<file path="config.mk">
export PLATFORM = sky130hd
export DESIGN_NAME = femtorv_spi_flash_responder
export DESIGN_NICKNAME = d
export VERILOG_FILES = /design/src/rtl/femtorv_spi_flash_responder_pkg.sv /design/src/rtl/femtorv_spi_flash_responder.sv
export SDC_FILE = /design/constraint.sdc
export NUM_CORES = 1
export LEC_CHECK = 0
export ABC_AREA = 1
export CAP_MARGIN = 20
export CORE_MARGIN = 10
export CORE_UTILIZATION = 35
export CTS_CLUSTER_SIZE = 40
export DETAILED_ROUTE_END_ITERATION = 6
export PLACE_DENSITY_LB_ADDON = 0.2
export REMOVE_ABC_BUFFERS = 1
export SYNTH_ARGS = -nofsm -noshare
export SYNTH_HDL_FRONTEND = slang
export SYNTH_SLANG_ARGS = --single-unit
</file>
<file path="constraint.sdc">
create_clock -name clk -period 1.6 [get_ports clk]
set_input_delay 0.16 -clock clk [delete_from_list [all_inputs] [get_ports clk]]
set_output_delay 0.16 -clock clk [all_outputs]
set_load 0.005 [all_outputs]
</file>
<file path="src/rtl/femtorv_spi_flash_responder_pkg.sv">
// Shared definitions for the FemtoRV32 SPI-flash read responder.
// Contents: flash command opcode, transaction bit counts, the one-hot
// state encoding and a byte-swap helper used when the received word is
// committed to the bus.
package femtorv_spi_flash_responder_pkg;

    localparam logic [7:0] SPI_CMD_READ      = 8'h03;
    localparam int         SPI_CMD_ADDR_BITS = 32;
    localparam int         SPI_DATA_BITS     = 32;

    typedef enum logic [2:0] {
        ST_IDLE = 3'b001,
        ST_SEND = 3'b010,
        ST_RECV = 3'b100
    } state_t;

    // Flash byte 0 arrives first and ends up in the top byte of the shift
    // register; the bus wants it in bits [7:0].
    function automatic logic [31:0] byte_swap32(input logic [31:0] w);
        return {w[7:0], w[15:8], w[23:16], w[31:24]};
    endfunction

endpackage

</file>
<file path="src/rtl/femtorv_spi_flash_responder.sv">
// FemtoRV32 memory-bus responder that reads one 32-bit word from SPI flash
// with the READ (0x03) command on every accepted read strobe.
// Ports:
//   clk, reset          system clock, synchronous active-high reset
//   mem_addr            byte address from the core (bits [ADDR_WIDTH-1:2] used)
//   mem_rstrb           decoded read strobe, one-cycle pulse
//   mem_rdata           little-endian read word, held until the next read
//   mem_rbusy           high for the 128 cycles of a transaction
//   mem_wbusy           always 0 (read-only device)
//   spi_cs_n, spi_clk   flash select (active low) and mode-0 clock
//   spi_mosi, spi_miso  serial command/address out, data in
// Each SPI bit spans two clk cycles (phase 0: clock low, phase 1: clock
// high); MISO is sampled on the edge that ends phase 1.
module femtorv_spi_flash_responder
    import femtorv_spi_flash_responder_pkg::*;
#(
    parameter int                    ADDR_WIDTH   = 24,
    parameter logic [ADDR_WIDTH-1:0] FLASH_OFFSET = 24'h020000
) (
    input  logic        clk,
    input  logic        reset,
    input  logic [31:0] mem_addr,
    input  logic        mem_rstrb,
    output logic [31:0] mem_rdata,
    output logic        mem_rbusy,
    output logic        mem_wbusy,
    output logic        spi_cs_n,
    output logic        spi_clk,
    output logic        spi_mosi,
    input  logic        spi_miso
);

    localparam logic [5:0] LAST_SEND_BIT = 6'(SPI_CMD_ADDR_BITS - 1);
    localparam logic [5:0] LAST_RECV_BIT = 6'(SPI_DATA_BITS - 1);

    state_t                         state_r, state_s;
    logic [SPI_CMD_ADDR_BITS-1:0]   shreg_r, shreg_s;
    logic [5:0]                     bit_cnt_r, bit_cnt_s;
    logic                           phase_r, phase_s;
    logic                           cs_n_r, cs_n_s;
    logic                           sclk_r, sclk_s;
    logic                           mosi_r, mosi_s;
    logic                           rbusy_r, rbusy_s;
    logic [SPI_DATA_BITS-1:0]       rdata_r, rdata_s;
    logic [ADDR_WIDTH-1:0]          flash_addr_s;
    logic [SPI_DATA_BITS-1:0]       rx_word_s;
    logic                           unused_addr_bits_s;

    // Word-aligned flash address; the sum wraps naturally at ADDR_WIDTH bits.
    assign flash_addr_s = {mem_addr[ADDR_WIDTH-1:2], 2'b00} + FLASH_OFFSET;
    assign rx_word_s    = {shreg_r[SPI_DATA_BITS-2:0], spi_miso};

    // Address bits outside the flash window and the byte lane are don't-care.
    assign unused_addr_bits_s = ^{mem_addr[31:ADDR_WIDTH], mem_addr[1:0]};

    assign mem_rdata = rdata_r;
    assign mem_rbusy = rbusy_r;
    assign mem_wbusy = 1'b0;
    assign spi_cs_n  = cs_n_r;
    assign spi_clk   = sclk_r;
    assign spi_mosi  = mosi_r;

    // Next-state and next-output logic; every register holds by default.
    always_comb begin
        state_s   = state_r;
        shreg_s   = shreg_r;
        bit_cnt_s = bit_cnt_r;
        phase_s   = phase_r;
        cs_n_s    = cs_n_r;
        sclk_s    = sclk_r;
        mosi_s    = mosi_r;
        rbusy_s   = rbusy_r;
        rdata_s   = rdata_r;
        case (state_r)
            ST_IDLE: begin
                if (mem_rstrb) begin
                    shreg_s   = {SPI_CMD_READ, flash_addr_s};
                    bit_cnt_s = 6'd0;
                    phase_s   = 1'b0;
                    cs_n_s    = 1'b0;
                    sclk_s    = 1'b0;
                    mosi_s    = SPI_CMD_READ[7];
                    rbusy_s   = 1'b1;
                    state_s   = ST_SEND;
                end else begin
                    cs_n_s  = 1'b1;
                    sclk_s  = 1'b0;
                    mosi_s  = 1'b0;
                    rbusy_s = 1'b0;
                end
            end
            ST_SEND: begin
                if (!phase_r) begin
                    phase_s = 1'b1;
                    sclk_s  = 1'b1;
                end else begin
                    phase_s = 1'b0;
                    sclk_s  = 1'b0;
                    if (bit_cnt_r == LAST_SEND_BIT) begin
                        // MOSI parks low for the whole data phase.
                        bit_cnt_s = 6'd0;
                        mosi_s    = 1'b0;
                        state_s   = ST_RECV;
                    end else begin
                        bit_cnt_s = bit_cnt_r + 6'd1;
                        shreg_s   = {shreg_r[SPI_CMD_ADDR_BITS-2:0], 1'b0};
                        mosi_s    = shreg_r[SPI_CMD_ADDR_BITS-2];
                    end
                end
            end
            ST_RECV: begin
                if (!phase_r) begin
                    phase_s = 1'b1;
                    sclk_s  = 1'b1;
                end else begin
                    phase_s = 1'b0;
                    sclk_s  = 1'b0;
                    shreg_s = rx_word_s;
                    if (bit_cnt_r == LAST_RECV_BIT) begin
                        rdata_s   = byte_swap32(rx_word_s);
                        rbusy_s   = 1'b0;
                        cs_n_s    = 1'b1;
                        bit_cnt_s = 6'd0;
                        state_s   = ST_IDLE;
                    end else begin
                        bit_cnt_s = bit_cnt_r + 6'd1;
                    end
                end
            end
            default: begin
                // Illegal encoding: drop the bus back to a safe idle.
                state_s   = ST_IDLE;
                bit_cnt_s = 6'd0;
                phase_s   = 1'b0;
                cs_n_s    = 1'b1;
                sclk_s    = 1'b0;
                mosi_s    = 1'b0;
                rbusy_s   = 1'b0;
            end
        endcase
    end

    // State and output registers with synchronous reset; reset discards any
    // in-flight transaction and clears the read word.
    always_ff @(posedge clk) begin
        if (reset) begin
            state_r   <= ST_IDLE;
            shreg_r   <= '0;
            bit_cnt_r <= 6'd0;
            phase_r   <= 1'b0;
            cs_n_r    <= 1'b1;
            sclk_r    <= 1'b0;
            mosi_r    <= 1'b0;
            rbusy_r   <= 1'b0;
            rdata_r   <= '0;
        end else begin
            state_r   <= state_s;
            shreg_r   <= shreg_s;
            bit_cnt_r <= bit_cnt_s;
            phase_r   <= phase_s;
            cs_n_r    <= cs_n_s;
            sclk_r    <= sclk_s;
            mosi_r    <= mosi_s;
            rbusy_r   <= rbusy_s;
            rdata_r   <= rdata_s;
        end
    end

endmodule
</file>
==> key figures, run 1 <==
Cells and area
  – Fin util: 49.6%
  – Area growth syn-to-layout: 39.6%
  – FILL cells: a little under 1,000
  – N_diodes: 0
  – Net count reported at finish: ~630
  – Share of layout cells above drive strength 1: 14.7%

Floorplanning
  – Row count: 36
  – Die ar.: 14,200 um^2
  – I/O pins: between 70 and 80
  – CORE AREA: 9680 um^2
  – Starting Density: 35.5%
  – Die Width: 119 um
  – Die Ht: 119 um

Pwr
  – Leakage: roughly 2.1 nW
  – Pwr Total: 7.46 mW
  – Pwr/cell area: 1550 nW/um^2
  – Peak supply drop: 0.697 mV

Global route
  – Initial antenna violation count: 0
  – First-pass GRT wire length: 14,600 um
  – Overall routing resource usage: 12.2%
  – Vias in the first global route: 3,116
  – Total gr overflow: 0
  – Largest net degree at the start of global routing: 70

Clock network
  – Clk sink count: slightly below 80
  – Total CTS buffers: 9
  – Worst-path clk slew: 0.07 ns
  – Clock latency on the worst-skew pair: 0.35 ns
  – CTS root buffer: clkbuf_8
  – CTS tree: yes
  – Hold Buf Count CTS: 0
  – CTS Buffer Depth: 2
  – H-tree levels: 3

Routing
  – DRT antenna net count: 0
  – DR vias: 3,350
  – Post-Route WL: 9600 um
  – Number of remaining DRC errors: 0
  – DR iter-0 viols: 190
  – Vias per cell: 4.58
  – First-pass DRT Iterations: 4
  – WL/cell: 13.1 um

Critical path
  – Reg2reg path depth: 11
  – CP max stage cell: dfxtp_2
  – WP data arrival: 1.85 ns
  – CP max stage delay: approximately 0.36 ns
  – CP Cell Sequence: ha_4 > nand3_4 > nor2_4 > nand2_2 > nand2_4 > nor2_4 > buf_12 > clkbuf_16 > nand2_2 > nand2_1 > nor2_1
  – Setup CP Type: reg2reg
  – CP Max Fanout: 8
  – Worst r2r src: bit_cnt_r[1]
  – Worst R2R Setup Slack: ~0.036 ns
  – R2r endpoint: shreg_r[24]
  – WP data required: between 1.5 and 2 ns
  – Setup crit end kind: register
  – Worst setup SP type: register

Hold path
  – Worst min path class: in2reg
  – Worst Hold Depth: 3
  – Hold path endpoint: mem_rdata[24]
  – Hold_sp: spi_miso

Synth
  – Sequential fraction of the synthesis area: 44.8%
  – Main synth FF type: dfxtp_1
  – Yosys Warn Count: 0
  – Area of the mapped netlist: 3440 um^2
  – Seq cells post-synth: 77
  – Cell taking the most area after synthesis: dfxtp_1
  – Post-synth ARST share: 0%
  – Cells after Synth: 513
  – Synth cell types: 27
  – Top cells by area, synth: dfxtp_1 (45%), nor2_1 (16%), nand2_1 (15%), o21ai_0 (5.5%), and2_1 (2.9%)
  – Number of synthesized flops with an enable pin: 0
  – Average size of a mapped cell: roughly 6.7 um^2
  – Synth top area share: 44.8%

Run status
  – Status: complete, no violations

STA
  – Setup TNS: 0 ns
  – Final hold violation count: 0
  – Final setup viols: 0
  – Max-slew violation count: 0
  – Unrepaired setup endpoints after global routing: yes
  – Min Clock Period, post-route: 1.56 ns
  – FMAX: 639 MHz
  – Clock skew: between 0.009 and 0.01 ns
  – Final period utilization: 97.7%

Placed design
  – Placer Congestion: 0.832
  – Hpwl dp: 5760 um
  – Number of I/O port buffers: 61

Flow run
  – Max-cap violation count: 0
how the worst max path moves through the flow:
stage,start,endpoint,cells past startpoint
after global placement,bit_cnt_r[0],mem_rdata[25],8
after floorplan,state_r[2],shreg_r[22],7
after global routing,bit_cnt_r[0],shreg_r[24],11
after detailed placement,bit_cnt_r[1],mem_rdata[25],8
final,bit_cnt_r[1],shreg_r[24],11
after CTS,bit_cnt_r[1],mem_rdata[11],9
final cells by class:
| type | instances | area, um^2 | area share [%] |
|---|---|---|---|
| Multi-Input combinational cell | 389 | 1770 | 36.8 |
| Sequential cell | 77 | 1550 | 32.2 |
| Clock inverter | 4 | 47.5 | 0.991 |
| Inverter | 20 | 82.6 | 1.72 |
| Tap cell | 133 | 166 | 3.47 |
| Clock buffer | 12 | 145 | 3.02 |
| Timing Repair Buffer | 97 | 1040 | 21.7 |
power breakdown:
group | internal (mW) | total [mW] | switching [mW]
Combinational | 1.48 | 3.31 | 1.83
Sequential | 2.34 | 2.68 | 0.343
Clock | 0.760 | 1.47 | 0.709
Total | 4.58 | 7.46 | 2.88
layer usage:
layer / share of wire, % / routed length (um) / GRT usage [%]
met1: 47 / 4490 / 14.6
met2: 46 / 4420 / 20.0
met3: 5.6 / 533 / 3.64
met4: 1.6 / 157 / 5.04
met5: 0 / 0 / 0
cells in the final DEF (no fill, tap or decap), drive strengths merged:
master,n
a21oi,14
and2,16
buf,32
bufinv,1
clkbuf,16
clkdlybuf4s50,61
clkinv,2
clkinvlp,1
conb,1
dfxtp,77
ha,2
inv,20
nand2,139
nand3,21
nand4,2
nor2,146
nor3,2
o211ai,1
o21ai,40
o21bai,2
xnor2,1
xor2,2
timing repair:
action                     4_1_cts  5_1_grt
pin swaps                        1        9
setup endpoints to repair       30       63
gates cloned                     0        7
gates resized for setup          8       34
setup buffers                    1        5
critical path: cells and delay by family, from the launching register on:
family	cells	cell delay (ns)
simple gates	8	0.69
buf+inv	2	0.30
flops	1	0.36
fa+ha+maj	1	0.15
metrics by stage:
stage / setup slack (ns) / hold WS, ns / cells / area, um^2
after floorplan: -0.349 / 0.229 / 486 / 3300
after global placement: -0.0723 / 0.455 / 703 / 4270
after detailed placement: -0.138 / 0.465 / 703 / 4270
after CTS: 0.00113 / 0.410 / 720 / 4510
after global routing: -0.0663 / 0.495 / 732 / 4800
final: 0.0361 / 0.435 / 732 / 4800
cells in the mapped netlist (2+ instances only):
master    instances
nor2_1          142
nand2_1         137
dfxtp_1          77
o21ai_0          38
nand3_1          19
and2_1           16
inv_1            16
a21oi_1          14
buf_2            14
clkbuf_1          7
inv_2             4
buf_1             2
buf_4             2
buf_6             2
ha_1              2
nand2_2           2
nand3_2           2
nand4_1           2
nor2_2            2
nor2_4            2
nor3_1            2
o21ai_1           2
o21bai_1          2
xor2_1            2
flip-flops by register name, summed over array words and instances (netlist names):
signal,cells
mem_rdata,32
shreg_r,31
bit_cnt_r,6
state_r,3
mem_rbusy,1
phase_r,1
spi_clk,1
spi_cs_n,1
spi_mosi,1
logic make-up (layout without fill, tap and decap cells):
kind of cell | count (synthesis) | after routing | share of synthesized area (%)
and+or+nand+nor | 326 | 326 | 38.8
xor gates and xnor gates | 3 | 3 | 0.764
other | 1 | 1 | 0.109
DFF | 77 | 77 | 44.8
buffers and inverters | 47 | 133 | 6.30
AOI/OAI and AO/OA | 57 | 57 | 8.52
adders and majority gates | 2 | 2 | 0.728
(Power assumes the default switching activity.)
==> run 2, diff against run 1 <==
--- a/config.mk
+++ b/config.mk
@@ -7,12 +7,14 @@
 export LEC_CHECK = 0
 export ABC_AREA = 1
 export CAP_MARGIN = 20
+export CORE_ASPECT_RATIO = 0.8
 export CORE_MARGIN = 10
 export CORE_UTILIZATION = 35
 export CTS_CLUSTER_SIZE = 40
 export DETAILED_ROUTE_END_ITERATION = 6
 export PLACE_DENSITY_LB_ADDON = 0.2
 export REMOVE_ABC_BUFFERS = 1
+export SKIP_CTS_REPAIR_TIMING = 1
 export SYNTH_ARGS = -nofsm -noshare
 export SYNTH_HDL_FRONTEND = slang
 export SYNTH_SLANG_ARGS = --single-unit
==> key figures, run 2 (synthesis gave the netlist of run 1 again) <==
Clock network
  – Clock latency on the worst-skew pair: 0.33 ns (-0.02 ns)
  – H-tree levels: 3 (unchanged)
  – Worst-path clk slew: 0.06 ns (about the same)
  – Total CTS buffers: 9 (unchanged)
  – CTS root buffer: clkbuf_16
  – Clk sink count: 77 (unchanged)
  – CTS Buffer Depth: 2 (unchanged)
  – CTS tree: yes

Critical path
  – WP data arrival: 1.80 ns (-0.05 ns)
  – Worst path depth: 10 (-1)
  – WP data required: 1.83 ns (-0.06 ns)
  – Reg2reg path depth: 10 (-1)
  – Setup crit end kind: register
  – CP Launch Point: bit_cnt_r[1]
  – Worst R2R Setup Slack: 0.03 ns (about the same)
  – Kind of cell adding the most delay to the critical path: simple AND/OR/NAND/NOR gates
  – R2r endpoint: shreg_r[19]
  – Worst r2r src: bit_cnt_r[1]
  – Worst Setup EP: shreg_r[19]
  – CP max stage cell: dfxtp_2
  – CP Max Fanout: 15 (+7)
  – Worst setup SP type: register
  – Setup CP Type: reg2reg
  – CP Cell Sequence: ha_4 > nand3_4 > nor2_4 > nand2_2 > nand2_4 > nor2_4 > buf_12 > buf_12 > nor2_1 > nor2_2
  – CP max stage delay: 0.36 ns (about the same)
  – Crit path buf inv count: 2 (unchanged)

Global route
  – Overall routing resource usage: 12.7% (+0.54 points)
  – Met2 Usage GRT: 19.2% (-0.71 points)
  – Vias in the first global route: 3,143 (+0.87%)
  – Global-route track usage on met1: 16.1% (+1.5 points)
  – Grt peak-use layer: met2
  – Met3 Track Usage GR: 5.09% (+1.5 points)
  – Largest net degree at the start of global routing: 70 (unchanged)
  – Total gr overflow: 0 (unchanged)
  – Initial antenna violation count: 0 (unchanged)
  – First-pass GRT wire length: 14,700 um (+1.0%)

Cells and area
  – Area growth syn-to-layout: 42.7%
  – Final cell count without fillers: 708 (-3.3%)
  – N_diodes: 0 (unchanged)
  – FF/Latch Area: 1550 um^2 (+0.16%)
  – Most frequent cells in the layout: nand2_1 (130), nor2_1 (130), dfxtp_1 (72)
  – FILL cells: 960 (-1.1%)
  – Max FFs per register: 32 (unchanged)
  – Share of layout cells above drive strength 1: 14.1% (-0.60 points)
  – Area of the multi-input gates: 1780 um^2 (+0.78%)
  – Net count reported at finish: 622 (-1.6%)

Flow run
  – Max-cap violation count: 0 (unchanged)

Floorplanning
  – I/O pins: 73 (unchanged)
  – CORE AREA: 9610 um^2 (-0.78%)
  – Die Ht: 109 um (-8.8%)
  – Starting Density: 35.8% (+0.28 points)
  – Die ar.: 14,200 um^2 (+0.17%)
  – Row count: 32 (-11%)
  – Die Width: 131 um (+9.8%)

Hold path
  – Worst Hold Depth: 3 (unchanged)
  – Worst min path class: in2reg

STA
  – Unrepaired setup endpoints after global routing: yes
  – Clock skew: 0.00408 ns (-0.00534 ns)
  – Final hold violation count: 0 (unchanged)
  – Max-slew violation count: 0 (unchanged)
  – Final setup viols: 0 (unchanged)
  – Setup TNS: 0 ns (unchanged)
  – Min Clock Period, post-route: 1.57 ns (+0.0105 ns)
  – FMAX: 635 MHz (-0.67%)
  – Final period utilization: 98.4% (+0.66 points)

Placed design
  – Number of I/O port buffers: 61 (unchanged)
  – Placed cell count: 682 (-3.0%)
  – Placer Congestion: 0.821 (-1.4%)
  – Hpwl dp: 5780 um (+0.42%)

Routing
  – First-pass DRT Iterations: 4 (unchanged)
  – DR iter-0 viols: 300 (+58%)
  – WL/cell: 13.5 um (+2.7%)
  – DRT antenna net count: 0 (unchanged)
  – DR vias: 3,315 (-1.0%)
  – Post-Route WL: 9540 um (-0.68%)
  – Number of remaining DRC errors: 0 (unchanged)
  – Vias per cell: 4.68 (+2.3%)

Pwr
  – Reg power frac: 32.7% (-3.3 points)
  – Pwr/cell area: 1680 nW/um^2 (+8.2%)
  – Peak supply drop: 0.762 mV (+9.4%)
  – Switching Fraction: 34.3% (-4.4 points)
  – Pint: 5.42 mW (+19%)
  – Clock group share of total power: 29.5% (+9.8 points)
  – Combinational cell fraction of total power: 37.8% (-6.6 points)
  – Psw: 2.83 mW (-1.9%)
  – Leakage: 2.14 nW (+1.7%)
  – Pwr Total: 8.25 mW (+11%)

Run status
  – Status: complete, no violations
[run 2: routing by layer]
metal	share of wire, %	vias up
met3	7.9	8
met4	1.3	0
met5	0	-
met1	47	1479
met2	43	95
li1	-	1733
[run 2: how the worst min path moves through the flow]
stage,from,to,slack [ns]
after global routing,spi_miso,mem_rdata[24],0.45
after floorplan,reset,bit_cnt_r[2],0.23
after CTS,spi_miso,mem_rdata[24],0.42
final,spi_miso,mem_rdata[24],0.45
after global placement,shreg_r[23],mem_rdata[0],0.46
after detailed placement,mem_rdata[24],mem_rdata[24],0.46
[run 2: cell type report]
| cell class | count | share of cell area, % |
|---|---|---|
| Clock buffer | 13 | 5.51 |
| Clock inverter | 3 | 1.84 |
| Inverter | 20 | 1.63 |
| Multi-Input combinational cell | 389 | 36.3 |
| Sequential cell | 77 | 31.6 |
| Tap cell | 119 | 3.03 |
| Timing Repair Buffer | 87 | 20.1 |
[run 2: worst min-delay path, delay by kind of cell]
kind | cells | cell delay, ns
compound gates | 1 | 0.05
buf+inv | 1 | 0.43
simple gates | 1 | 0.09
[run 2: power groups by stage]
stage	clock (mW)	combinational (mW)	sequential (mW)
2_1_floorplan	0	1.63	2.62
3_3_place_gp	0	2.32	2.67
3_5_place_dp	0	2.37	2.69
4_1_cts	2.50	2.38	2.65
5_1_grt	2.55	3.52	2.76
6_report	2.43	3.12	2.70
[run 2: per-stage QoR]
stage,setup WS [ns],utilization (%),instance area (um^2),hold WS [ns]
2_1_floorplan,-0.349,-,3300,0.229
3_3_place_gp,0.00379,44.0,4230,0.458
3_5_place_dp,-0.0532,44.0,4230,0.457
4_1_cts,-0.0634,47.7,4590,0.423
5_1_grt,-0.0519,51.1,4910,0.451
6_report,0.0256,51.1,4910,0.449
